--- src/rtl/kmeans_centroid_update.sv ---
// -----------------------------------------------------------------------------
// kmeans_centroid_update
//   Update half of a K-means iteration. Labelled samples are streamed in and
//   accumulated into per-cluster sums and counts. At the end of the batch each
//   sum is divided by its count with a sequential restoring divider. The
//   resulting centroids are emitted in index order 0..K-1 over a valid/ready
//   stream.
//
// Ports
//   i_clk, i_rst_n    clock, asynchronous active-low reset
//   i_start           one-cycle pulse in IDLE, begins a batch
//   i_in_valid/o_in_ready/i_in_data/i_in_label/i_in_last   sample stream
//   o_out_valid/i_out_ready/o_out_centroid/o_out_index/o_out_empty
//                     centroid stream; o_out_empty marks a cluster with no
//                     members (centroid forced to 0)
//   o_busy            high whenever the FSM is not idle
//   o_err             sticky for the batch: a sample was dropped because its
//                     label was out of range or the batch was already full
// -----------------------------------------------------------------------------
module kmeans_centroid_update #(
  parameter int DATA_W      = 8,
  parameter int K           = 2,
  parameter int MAX_SAMPLES = 8,
  localparam int LBL_W      = (K > 1) ? $clog2(K) : 1,
  localparam int CNT_W      = $clog2(MAX_SAMPLES + 1),
  localparam int SUM_W      = DATA_W + CNT_W
) (
  input  logic              i_clk,
  input  logic              i_rst_n,
  input  logic              i_start,
  input  logic              i_in_valid,
  output logic              o_in_ready,
  input  logic [DATA_W-1:0] i_in_data,
  input  logic [LBL_W-1:0]  i_in_label,
  input  logic              i_in_last,
  output logic              o_out_valid,
  input  logic              i_out_ready,
  output logic [DATA_W-1:0] o_out_centroid,
  output logic [LBL_W-1:0]  o_out_index,
  output logic              o_out_empty,
  output logic              o_busy,
  output logic              o_err
);

  localparam int ITER_W = (SUM_W > 1) ? $clog2(SUM_W) : 1;
  localparam logic [LBL_W:0]  K_EXT     = (LBL_W + 1)'(K);
  localparam logic [LBL_W-1:0] K_LAST   = LBL_W'(K - 1);
  localparam logic [CNT_W-1:0] CNT_MAX  = CNT_W'(MAX_SAMPLES);
  localparam logic [ITER_W-1:0] ITER_LAST = ITER_W'(SUM_W - 1);

  typedef enum logic [1:0] {
    ST_IDLE  = 2'd0,
    ST_ACCUM = 2'd1,
    ST_DIV   = 2'd2,
    ST_OUT   = 2'd3
  } state_t;

  state_t r_state;
  state_t w_state_nxt;

  logic [SUM_W-1:0]  r_sum [K];
  logic [CNT_W-1:0]  r_cnt [K];
  logic [CNT_W-1:0]  r_total;
  logic [LBL_W-1:0]  r_k;
  logic              r_loaded;
  logic [ITER_W-1:0] r_iter;
  logic [SUM_W-1:0]  r_quot;
  logic [CNT_W-1:0]  r_rem;

  logic              r_in_ready;
  logic              r_out_valid;
  logic [DATA_W-1:0] r_out_centroid;
  logic [LBL_W-1:0]  r_out_index;
  logic              r_out_empty;
  logic              r_busy;
  logic              r_err;

  logic              w_in_hs;
  logic              w_out_hs;
  logic              w_label_ok;
  logic              w_room;
  logic              w_accept;
  logic              w_k_last;
  logic [CNT_W-1:0]  w_cnt_k;
  logic [SUM_W-1:0]  w_sum_k;
  logic              w_div_empty;
  logic              w_div_done;
  logic [CNT_W:0]    w_rem_sh;
  logic              w_ge;
  logic [CNT_W-1:0]  w_rem_sub;
  logic [CNT_W-1:0]  w_rem_nxt;
  logic [SUM_W-1:0]  w_quot_nxt;

  assign o_in_ready     = r_in_ready;
  assign o_out_valid    = r_out_valid;
  assign o_out_centroid = r_out_centroid;
  assign o_out_index    = r_out_index;
  assign o_out_empty    = r_out_empty;
  assign o_busy         = r_busy;
  assign o_err          = r_err;

  // Handshake qualifiers and the accept/drop decision for incoming samples.
  always_comb begin
    w_in_hs    = (r_state == ST_ACCUM) && r_in_ready && i_in_valid;
    w_out_hs   = (r_state == ST_OUT) && r_out_valid && i_out_ready;
    w_label_ok = ({1'b0, i_in_label} < K_EXT);
    w_room     = (r_total < CNT_MAX);
    w_accept   = w_in_hs && w_label_ok && w_room;
    w_k_last   = (r_k == K_LAST);
  end

  // Select the sum and count of the cluster currently being divided.
  always_comb begin
    w_cnt_k = '0;
    w_sum_k = '0;
    for (int i = 0; i < K; i++) begin
      w_cnt_k = w_cnt_k | ((r_k == LBL_W'(i)) ? r_cnt[i] : {CNT_W{1'b0}});
      w_sum_k = w_sum_k | ((r_k == LBL_W'(i)) ? r_sum[i] : {SUM_W{1'b0}});
    end
  end

  // One restoring-division step: the partial remainder never exceeds the
  // divisor, so after the trial subtraction it fits back into CNT_W bits.
  always_comb begin
    w_rem_sh    = {r_rem, r_quot[SUM_W-1]};
    w_ge        = (w_rem_sh >= {1'b0, w_cnt_k});
    w_rem_sub   = w_rem_sh[CNT_W-1:0] - w_cnt_k;
    w_rem_nxt   = w_ge ? w_rem_sub : w_rem_sh[CNT_W-1:0];
    w_quot_nxt  = {r_quot[SUM_W-2:0], w_ge};
    w_div_empty = (r_state == ST_DIV) && !r_loaded && (w_cnt_k == {CNT_W{1'b0}});
    w_div_done  = (r_state == ST_DIV) && r_loaded && (r_iter == ITER_LAST);
  end

  // Next-state logic.
  always_comb begin
    w_state_nxt = r_state;
    case (r_state)
      ST_IDLE: begin
        if (i_start) begin
          w_state_nxt = ST_ACCUM;
        end else begin
          w_state_nxt = ST_IDLE;
        end
      end
      ST_ACCUM: begin
        if (w_in_hs && i_in_last) begin
          w_state_nxt = ST_DIV;
        end else begin
          w_state_nxt = ST_ACCUM;
        end
      end
      ST_DIV: begin
        if (w_div_empty || w_div_done) begin
          w_state_nxt = ST_OUT;
        end else begin
          w_state_nxt = ST_DIV;
        end
      end
      ST_OUT: begin
        if (w_out_hs) begin
          w_state_nxt = w_k_last ? ST_IDLE : ST_DIV;
        end else begin
          w_state_nxt = ST_OUT;
        end
      end
      default: w_state_nxt = ST_IDLE;
    endcase
  end

  // State register.
  always_ff @(posedge i_clk or negedge i_rst_n) begin
    if (!i_rst_n) begin
      r_state <= ST_IDLE;
    end else begin
      r_state <= w_state_nxt;
    end
  end

  // Datapath: accumulation, divider and registered stream outputs.
  always_ff @(posedge i_clk or negedge i_rst_n) begin
    if (!i_rst_n) begin
      for (int i = 0; i < K; i++) begin
        r_sum[i] <= '0;
        r_cnt[i] <= '0;
      end
      r_total        <= '0;
      r_k            <= '0;
      r_loaded       <= 1'b0;
      r_iter         <= '0;
      r_quot         <= '0;
      r_rem          <= '0;
      r_in_ready     <= 1'b0;
      r_out_valid    <= 1'b0;
      r_out_centroid <= '0;
      r_out_index    <= '0;
      r_out_empty    <= 1'b0;
      r_busy         <= 1'b0;
      r_err          <= 1'b0;
    end else begin
      r_in_ready <= (w_state_nxt == ST_ACCUM);
      r_busy     <= (w_state_nxt != ST_IDLE);
      case (r_state)
        ST_IDLE: begin
          if (i_start) begin
            for (int i = 0; i < K; i++) begin
              r_sum[i] <= '0;
              r_cnt[i] <= '0;
            end
            r_total  <= '0;
            r_k      <= '0;
            r_loaded <= 1'b0;
            r_err    <= 1'b0;
          end
        end
        ST_ACCUM: begin
          if (w_accept) begin
            for (int i = 0; i < K; i++) begin
              if (i_in_label == LBL_W'(i)) begin
                r_sum[i] <= r_sum[i] + SUM_W'(i_in_data);
                r_cnt[i] <= r_cnt[i] + CNT_W'(1);
              end
            end
            r_total <= r_total + CNT_W'(1);
          end else if (w_in_hs) begin
            r_err <= 1'b1;
          end
        end
        ST_DIV: begin
          if (!r_loaded) begin
            if (w_div_empty) begin
              r_out_centroid <= '0;
              r_out_empty    <= 1'b1;
              r_out_index    <= r_k;
              r_out_valid    <= 1'b1;
            end else begin
              r_quot   <= w_sum_k;
              r_rem    <= '0;
              r_iter   <= '0;
              r_loaded <= 1'b1;
            end
          end else begin
            r_quot <= w_quot_nxt;
            r_rem  <= w_rem_nxt;
            r_iter <= r_iter + ITER_W'(1);
            if (w_div_done) begin
              // sum <= count * (2^DATA_W - 1), so the quotient fits DATA_W.
              r_out_centroid <= w_quot_nxt[DATA_W-1:0];
              r_out_empty    <= 1'b0;
              r_out_index    <= r_k;
              r_out_valid    <= 1'b1;
              r_loaded       <= 1'b0;
            end
          end
        end
        ST_OUT: begin
          if (w_out_hs) begin
            r_out_valid <= 1'b0;
            if (!w_k_last) begin
              r_k <= r_k + LBL_W'(1);
            end
          end
        end
        default: begin
          r_out_valid <= 1'b0;
        end
      endcase
    end
  end

endmodule

--- config.mk ---
export PLATFORM = sky130hd
export DESIGN_NAME = kmeans_centroid_update
export DESIGN_NICKNAME = d
export VERILOG_FILES = /design/src/rtl/kmeans_centroid_update.sv
export SDC_FILE = /design/constraint.sdc
export NUM_CORES = 1
export LEC_CHECK = 0
export CAP_MARGIN = 20
export CELL_PAD_IN_SITES_DETAIL_PLACEMENT = 1
export CELL_PAD_IN_SITES_GLOBAL_PLACEMENT = 1
export CORE_MARGIN = 2
export CORE_UTILIZATION = 50
export DETAILED_ROUTE_END_ITERATION = 8
export HOLD_SLACK_MARGIN = 0.1
export PLACE_DENSITY = 0.9
export SLEW_MARGIN = 25
export SYNTH_ARGS = -nofsm -noshare
export SYNTH_HDL_FRONTEND = slang
export SYNTH_SLANG_ARGS = --single-unit
--- constraint.sdc ---
create_clock -name i_clk -period 4.1 [get_ports i_clk]
set_input_delay 0.82 -clock i_clk [delete_from_list [all_inputs] [get_ports i_clk]]
set_output_delay 0.82 -clock i_clk [all_outputs]
set_load 0.02 [all_outputs]
# Word level (Yosys, flattened, before mapping)
# Index checks and enable logic that the tools add are counted.
word_totals:
  regBits: 74
  latchBits: 0
  mem_bits_rw: 0
  mem_bits_ro: 0
  inputBits: 15
  output_inout_bits: 14
  word_cells: 128
  mem_count: 0
op_classes:
  n_addsub: 8
  n_mul: 0
  div_mod_pow: 0
  order_cmp: 2
  eq_ne: 16
  shift: 0
  muxes: 53
  bitwise_logic: 2
  reduce_logical: 29
ops:
  columns: ["cell", "n"]
  rows:
  - ["12-bit two-way mux", 6]
  - ["24-bit two-way mux", 2]
  - ["24-bit case mux with 2 select lines", 1]
  - ["4-bit two-way mux", 10]
  - ["8-bit two-way mux", 5]
  - ["12-bit by 8-bit adder with 12-bit output", 2]
  - ["1-bit two-way mux", 19]
  - ["4-bit by 1-bit adder with 4-bit output, second input constant", 4]
  - ["2-bit inequality test, second input constant", 8]
  - ["8-bit case mux with 2 select lines", 1]
  - ["4-bit AND reduction", 4]
  - ["12-bit bitwise OR", 1]
  - ["2-bit nonzero test", 6]
  - ["1-bit logical AND", 10]
  - ["3-bit AND reduction", 3]
  - ["1-bit case mux with 2 select lines", 4]
  - ["2-bit case mux with 4 select lines", 1]
  - ["4-bit case mux with 2 select lines", 1]
  - ["2-bit two-way mux", 3]
  - ["3-bit inequality test, second input constant", 2]
  - ["5-bit by 4-bit >= comparator with 1-bit output", 1]
  - ["2-bit by 1-bit equality test with 1-bit output, second input constant", 2]
  - ["2-bit equality test, second input constant", 2]
  - ["4-bit equality test, second input constant", 1]
  - ["10 further kinds", 11]

# Longest topological paths before layout
# Gate-level depths: netlist (run 1).
logic_depth:
  ltp_word: 8
  depth_mapped: 9
  ltp_nobuf: 8

# Least setup slack after synthesis (run 1)
# Ideal clock, no wire load.
synth_timing:
  path_kind: "register to register"
  startpoint: "register r_k"
  endpoint: "register r_rem[0]"
  setup_time_ps: 83
  arrival_time_ps: 2360
  t_required_ps: 4017
  slack_ps: 1658
  path_stages_with_launch: 10
  path_buffers: 2
  synth_period_minus_slack_ps: 2442
  path_cell_list: "dfrtp_1 -> buf_2 -> buf_2 -> mux2_2 -> ha_1 -> nand4_1 -> nand2_1 -> nor2_1 -> mux2_2 -> o21ai_0"
synth_between:
  elab_chain_cells: 6
  word_cells_on_any_way: 11
  cone_classes: "add/sub (1); order compare (1); eq/ne (1); mux (4); bitwise (1); reduce/logical (3)"
synth_lines:
  columns: ["element", "line_no", "text"]
  rows:
  - ["from (decl)", "64", "logic [LBL_W-1:0] r_k;"]
  - ["from (signal assigned)", "259", "r_k <= r_k + LBL_W'(1);"]
  - ["4-bit two-way mux", "117", "w_cnt_k = w_cnt_k | ((r_k == LBL_W'(i)) ? r_cnt[i] : {CNT_W{1'b0}});"]
  - ["4-bit bitwise OR (*)", "117", null]
  - ["branches (longest 4 deep; another with 4-bit subtractor)", null, null]
  - ["to (signal assigned)", "243", "r_rem <= w_rem_nxt;"]
  - ["to (decl)", "68", "logic [CNT_W-1:0] r_rem;"]
# Mark *: on every way between the ends.
# A chain may end at the register's enable or synchronous reset.

# Worst setup path in the final report (run 1)
layout_timing:
  startpoint: "input port i_in_data[0]"
  endpoint: "register r_sum[10] (netlist bit)"
layout_between:
  elab_chain_cells: 4
layout_lines:
  columns: ["element", "line_no", "text"]
  rows:
  - ["from (decl)", "33", "input logic [DATA_W-1:0] i_in_data,"]
  - ["12-bit by 8-bit adder with 12-bit output", "219", "r_sum[i] <= r_sum[i] + SUM_W'(i_in_data);"]
  - ["12-bit two-way mux", "218", "if (i_in_label == LBL_W'(i)) begin"]
  - ["24-bit two-way mux", "216", "if (w_accept) begin"]
  - ["24-bit case mux with 2 select lines", "202", "case (r_state)"]
  - ["to (signal, indexed assignment)", "219", null]
  - ["to (decl)", "61", "logic [SUM_W-1:0] r_sum [K];"]
# Every way passes these cells. The select of a mux whose other input is x is not followed.

==> results of run 1 <==
## layer usage
| metal | wire length [um] | share of wire | vias up | track usage |
|---|---|---|---|---|
| met1 | 5020 | 0.45 | 1756 | 0.329 |
| met5 | 0 | 0 | - | 0 |
| met2 | 5490 | 0.49 | 56 | 0.446 |
| li1 | - | - | 1640 | - |
| met3 | 407 | 0.037 | 17 | 0.0525 |
| met4 | 175 | 0.016 | 0 | 0.0893 |
## layout make-up
type                    count  area (um^2)
flip-flops and latches     74         1850
fillers                   961         3420
inverters                   7         26.3
well taps                 105          131
multi-input cells         344         2280
repair buffers             30          297
clock inverters             7         76.3
clock buffers               9          124
## stage by stage
stage | util | std cells | worst slack (ps) | power (mW) | hold slack, ps
2_1_floorplan | - | 443 | 1660 | 2.24 | 450
3_3_place_gp | 0.558 | 560 | 1030 | 2.58 | 461
3_5_place_dp | 0.558 | 560 | 947 | 2.70 | 472
4_1_cts | 0.583 | 576 | 1240 | 3.32 | 491
5_1_grt | 0.583 | 576 | 1150 | 3.55 | 513
6_report | 0.583 | 576 | 1260 | 3.31 | 456
## sequential cells by signal (all words and copies together), names as in the netlist
signal and count:
o_busy 1, o_err 1, o_in_ready 1, o_out_centroid 8
o_out_empty 1, o_out_index 1, o_out_valid 1, r_cnt 8
r_iter 4, r_k 1, r_loaded 1, r_quot 12
r_rem 4, r_state 2, r_sum 24, r_total 4
## cells in the final DEF, fill, tap and decap left out, drive strengths merged, types with 5 or more instances in the layout
cell	count
nand3	19
or3	7
a31oi	5
xor2	13
o21ai	55
nor2	31
a21o	8
mux2	11
o211ai	6
clkdlybuf4s50	27
dfrtp	74
nand2	59
mux2i	19
ha	24
inv	9
clkbuf	9
nand2b	8
a21oi	24
## final timing paths
| check | from | to | slack (ps) | cells after the start |
|---|---|---|---|---|
| min in group i_clk | o_out_centroid[0] | o_out_centroid[0] | 490 | 2 |
| worst max-delay path | i_in_data[0] | r_sum[10] | 1260 | 9 |
| worst min-delay path | i_rst_n | o_out_centroid[2] | 460 | 1 |
| worst min register to register | o_out_centroid[0] | o_out_centroid[0] | 490 | 2 |
| max in group asynchronous | i_rst_n | r_k | 3110 | 1 |
| worst max register to register | r_k | r_rem[0] | 1490 | 7 |
## critical path, delay by kind of cell
kind	cells	cell delay [ps]
AOI/OAI and AO/OA	3	540
adders and majority gates	2	620
buffers and inverters	2	560
and+or+nand+nor	2	580
## kinds of logic (layout without fill, tap and decap cells)
kind of cell / count (synthesis) / after routing / synth area share
AOI/OAI and AO/OA: 120 / 120 / 0.168
xor gates and xnor gates: 17 / 17 / 0.0350
adders and majority gates: 27 / 27 / 0.0847
buffers and inverters: 25 / 53 / 0.0274
DFF: 74 / 74 / 0.435
muxes: 30 / 30 / 0.0738
and+or+nand+nor: 150 / 150 / 0.176
## power groups by stage
stage	clock network [mW]	registers (mW)	logic [mW]
floorplan	0	1.19	1.05
global placement	0	1.27	1.31
detailed placement	0	1.29	1.40
CTS	0.604	1.29	1.43
global route	0.631	1.33	1.59
finish	0.599	1.29	1.42
==> results.py, run 1 <==
metrics = {
    "run_status": {
        "status": "complete, no violations",
    },
    "cts": {
        "clock_sinks": 74,
        "ctsHoldBuffers": 0,
        "clk_path_buf_depth": 2,
        "root_buffer": "clkbuf_8",
        "clk_pin_slew_ps": 90,
        "htreeDepth": 3,
        "clock_latency_ps": 370,
        "post-cts-setup-buffer-count": 0,
        "ctsResizeCount": 0,
        "cts_inserted_buffers": 9,
        "cts_tree": "yes",
    },
    "min_path": {
        "hold_class": "primary input to asynchronous set/reset pin",
    },
    "drt": {
        "drt-vias-per-instance": 6.02,
        "drc": 0,
        "wl_per_cell_um": 19.3,
        "dr.pass1.iters": 4,
        "wirelength_mm": 11.1,
        "drtIter0Drc": 107,
        "vias": 3469,
        "ant_nets": 0,
    },
    "placement": {
        "portBuffers": 28,
        "detailed_place.area_mm2": 0.00459,
        "dpl.hpwl_mm": 7.54,
        "gp_congestion": 0.856,
    },
    "grt": {
        "grt_start_max_net_pins": 75,
        "grt_pass1_wl_mm": 18.4,
        "grt_usage": 0.261,
        "grt_pass1_vias": 3677,
        "grt-ovfl-total": 0,
        "antenna_found_initial": 0,
    },
    "setup_path": {
        "crit_type": "primary input to flop",
        "crit_required_ps": 4380,
        "crit_path_frequent_cell": "a21oi_1",
        "slowest_stage": "clkdlybuf4s50_1",
        "crit_arrival_ps": 3130,
        "slowest_delay_ps": 490,
        "end_kind": "flop",
        "start_kind": "primary input",
        "critPathMaxFanout": 4,
        "path_cells": "clkdlybuf4s50_1 -> ha_1 -> inv_1 -> fa_1 -> nand2b_1 -> a21oi_1 -> o21ai_0 -> or3_1 -> a21oi_1",
    },
    "layout": {
        "fin_area_mm2": 0.00479,
        "syn_to_final_growth_pct": 12.7,
        "fin_nets": 508,
        "drive_gt1_frac": 0.0764,
        "antenna_cells": 0,
    },
    "power": {
        "p_comb_frac": 0.428,
        "clkPwrFrac": 0.181,
        "internal_power_mw": 1.88,
        "p_seq_frac": 0.390,
        "swShare": 0.430,
        "p_switching_mw": 1.42,
        "power.leakage_nw": 2.10,
        "powerDensity_mw_per_mm2": 690,
        "ir_drop_uv": 281,
    },
    "synth": {
        "ys_types": 52,
        "synth_fp_nets": 485,
        "synthArstFlopShare": 1.00,
        "synth-edff-count": 0,
        "yosys_warnings": 0,
        "synth_common_cells": "74 x dfrtp_1, 59 x nand2_1, 55 x o21ai_0",
        "yosysMostFrequentCell": "dfrtp_1",
        "synth_area_leaders": "dfrtp_1 44%, ha_1 7.1%, o21ai_0 6.5%",
        "synth_top_area_frac": 0.435,
        "synth.cell_area_mm2": 0.00425,
        "ys_seq_area_frac": 0.435,
        "synthCells": 443,
        "synthFlopType": "dfrtp_1",
        "yosysTopAreaCell": "dfrtp_1",
        "post_synth.cell_area_avg_um2": 9.60,
        "ys_seq_elements": 74,
    },
    "timing": {
        "finalCritPeriodShare": 0.693,
        "rsz0062_at_grt": "no",
        "setup_viol": 0,
        "max-slew-margin-rel": 0.388,
        "tns_ps": 0,
        "post-route-min-period_ps": 2840,
        "hold_viol": 0,
        "fmax_mhz": 352,
        "worstMarginPinSlew_ps": 919,
        "fin_skew_ps": 13.2,
        "drv_slew": 0,
    },
    "run": {
        "drv_cap": 0,
    },
    "die": {
        "fp.coreArea_mm2": 0.00822,
        "rows": 33,
        "die_w_um": 96.2,
        "dieHeight_um": 96.2,
        "start_util": 0.518,
        "die_area_mm2": 0.00926,
        "io-pin-count": 29,
    },
}
Power figures use the tool's default switching activity.
==> run 2: changes to the inputs <==
--- a/config.mk
+++ b/config.mk
@@ -9,10 +9,10 @@
 export CELL_PAD_IN_SITES_DETAIL_PLACEMENT = 1
 export CELL_PAD_IN_SITES_GLOBAL_PLACEMENT = 1
 export CORE_MARGIN = 2
-export CORE_UTILIZATION = 50
+export CORE_UTILIZATION = 42
 export DETAILED_ROUTE_END_ITERATION = 8
 export HOLD_SLACK_MARGIN = 0.1
-export PLACE_DENSITY = 0.9
+export PLACE_DENSITY = 0.82
 export SLEW_MARGIN = 25
 export SYNTH_ARGS = -nofsm -noshare
 export SYNTH_HDL_FRONTEND = slang
==> constraint.sdc (replaced) <==
create_clock -name i_clk -period 2.3 [get_ports i_clk]
set_input_delay 0.46 -clock i_clk [delete_from_list [all_inputs] [get_ports i_clk]]
set_output_delay 0.46 -clock i_clk [all_outputs]
set_load 0.02 [all_outputs]
==> run 2 against run 1 <==
Effect of this change:
- worst setup slack worse by 1200 ps
- register-to-register slack worse by 1300 ps
- combinational power grew 110%
- clock skew fell by 6.1 ps
- routed wire length rose by 7.9%
- global-route usage fell by 3.2 points
- cell area rose by 10%
- power increased by 99%
- critical path depth decreased by 2
- cell count increased by 12%
- first-iteration DRC count is 47% higher
==> results.py, run 2 (same netlist as run 1, synthesis figures left out) <==
metrics = {
    "cts": {
        "clk_path_buf_depth": 2,
        "cts_tree": "yes",
        "clock_sinks": 74,
        "htreeDepth": 3,
        "root_buffer": "clkbuf_8",
        "clk_pin_slew_ps": 80,
        "clock_latency_ps": 360,
        "cts_inserted_buffers": 9,
    },
    "setup_path": {
        "path_cells": "clkdlybuf4s50_1 -> ha_2 -> o21ai_0 -> o211ai_1 -> a31oi_2 -> or3_1 -> a21oi_1",
        "r2r_start": "r_sum[0]",
        "end_kind": "flop",
        "crit_start": "i_in_data[2]",
        "crit_required_ps": 2580,
        "crit_arrival_ps": 2530,
        "slowest_stage": "clkdlybuf4s50_1",
        "slowest_delay_ps": 450,
        "critPathMaxFanout": 4,
        "crit_type": "primary input to flop",
        "start_kind": "primary input",
    },
    "grt": {
        "grt_pass1_vias": 3958,
        "grt_usage": 0.229,
        "antenna_found_initial": 0,
        "grt-ovfl-total": 0,
        "use_met3": 0.0518,
        "grt_start_max_net_pins": 58,
        "grt_pass1_wl_mm": 20.1,
        "use_met2": 0.394,
        "grt_util_met1": 0.293,
        "busiest_layer": "met2",
    },
    "timing": {
        "fmax_mhz": 444,
        "hold_viol": 0,
        "max-slew-margin-rel": 0.610,
        "drv_slew": 0,
        "post-route-min-period_ps": 2250,
        "fin_skew_ps": 7.03,
        "holdWs_ps": 482,
        "setup_viol": 0,
        "rsz0062_at_grt": "no",
        "tns_ps": 0,
        "finalCritPeriodShare": 0.979,
        "worstMarginPinSlew_ps": 583,
    },
    "min_path": {
        "hold_start": "r_quot[0]",
        "hold_class": "flop to flop",
    },
    "drt": {
        "drtIter0Drc": 157,
        "vias": 3681,
        "drc": 0,
        "wirelength_mm": 12.0,
        "ant_nets": 0,
        "drt-vias-per-instance": 5.69,
        "wl_per_cell_um": 18.5,
        "dr.pass1.iters": 4,
    },
    "power": {
        "ir_drop_uv": 339,
        "power.leakage_nw": 2.38,
        "finalPower_mw": 6.58,
        "powerDensity_mw_per_mm2": 1240,
    },
    "layout": {
        "largest-register": "r_sum",
        "layout_common_cells": "73 x dfrtp_1, 59 x nand2_1, 54 x o21ai_0, 44 x buf_4, 30 x nor2_1",
        "drive_gt1_frac": 0.177,
        "largest_register_ffs": 24,
        "regArea_mm2": 0.00185,
        "reg_top3": "r_sum: 24 flops, r_quot: 12 flops",
        "fillCellCount": 1136,
        "antenna_cells": 0,
        "fin_nets": 551,
        "layout_commonest_cell": "dfrtp_1",
        "syn_to_final_growth_pct": 24.5,
        "final_util": 0.539,
        "multi_input_area_mm2": 0.00235,
    },
    "die": {
        "start_util": 0.433,
        "die_area_mm2": 0.0109,
        "io-pin-count": 29,
        "fp.coreArea_mm2": 0.00982,
        "die_w_um": 105,
        "rows": 36,
        "dieHeight_um": 105,
    },
    "run_status": {
        "status": "complete, no violations",
    },
    "placement": {
        "gp_congestion": 0.836,
        "dpl.hpwl_mm": 8.41,
        "portBuffers": 28,
    },
    "run": {
        "drv_cap": 0,
    },
}
-- run 2: cell types whose count changed in the layout (fill, tap and decap cells not counted), sizes merged --
cell           change
inv                -2
buf               +42
dlymetal6s2s       +2
clkbuf             +2
dlygate4sd3        +1
clkdlybuf4s50      -2
clkinv             -1
clkinvlp           -2
bufinv             +3
-- run 2: what timing repair did --
action                     in CTS  in global routing
buffers inserted                0                  2
hold buffers                    1                  0
gates resized for setup        10                  8
setup endpoints to repair       7                  7
hold endpoints to repair       17                  0
pin swaps                       0                  6
cloned                          0                  0
-- run 2: final cells by class --
class	instances	share of cell area
Tap cell	133	0.0314
Sequential cell	74	0.350
Multi-Input combinational cell	344	0.443
Clock buffer	11	0.0267
Clock inverter	5	0.0236
Inverter	7	0.00496
Timing Repair Buffer	73	0.120
-- run 2: path summary, 6_finish.rpt --
path	to	slack, ps	cells after the start
hold / removal	r_quot[0]	480	1
min in group asynchronous	r_sum[12]	520	2
hold reg to reg	r_quot[0]	480	1
setup / recovery	r_sum[11]	50	7
setup reg to reg	r_sum[10]	180	8
max in group asynchronous	r_k	1170	3
-- run 2: through the flow --
| stage | instance area (um^2) | std cells | setup WS, ps |
|---|---|---|---|
| after floorplan | 4260 | 443 | 44.2 |
| after global placement | 4940 | 628 | -328 |
| after detailed placement | 4940 | 628 | -498 |
| after CTS | 5260 | 645 | 13.6 |
| after global routing | 5300 | 647 | 18.7 |
| final | 5300 | 647 | 47.5 |
-- run 2: where the power goes --
group          internal, mW  switching, mW
Clock                 0.859          0.513
Sequential             1.72          0.448
Combinational          1.39           1.65
Total                  3.98           2.61
-- run 2: critical path: cells and delay by family --
kind                     cells  cell delay, ps
adder cells (fa/ha/maj)      1             410
buffers and inverters        1             450
AO/OA/AOI/OAI                4             830
AND/OR/NAND/NOR              1             380
-- run 2: per-layer routing --
layer	wire length [um]	vias up	part of all wire
met5	0	-	0
met4	174	0	0.015
li1	-	1735	-
met3	370	15	0.031
met1	5420	1880	0.45
met2	6000	51	0.50
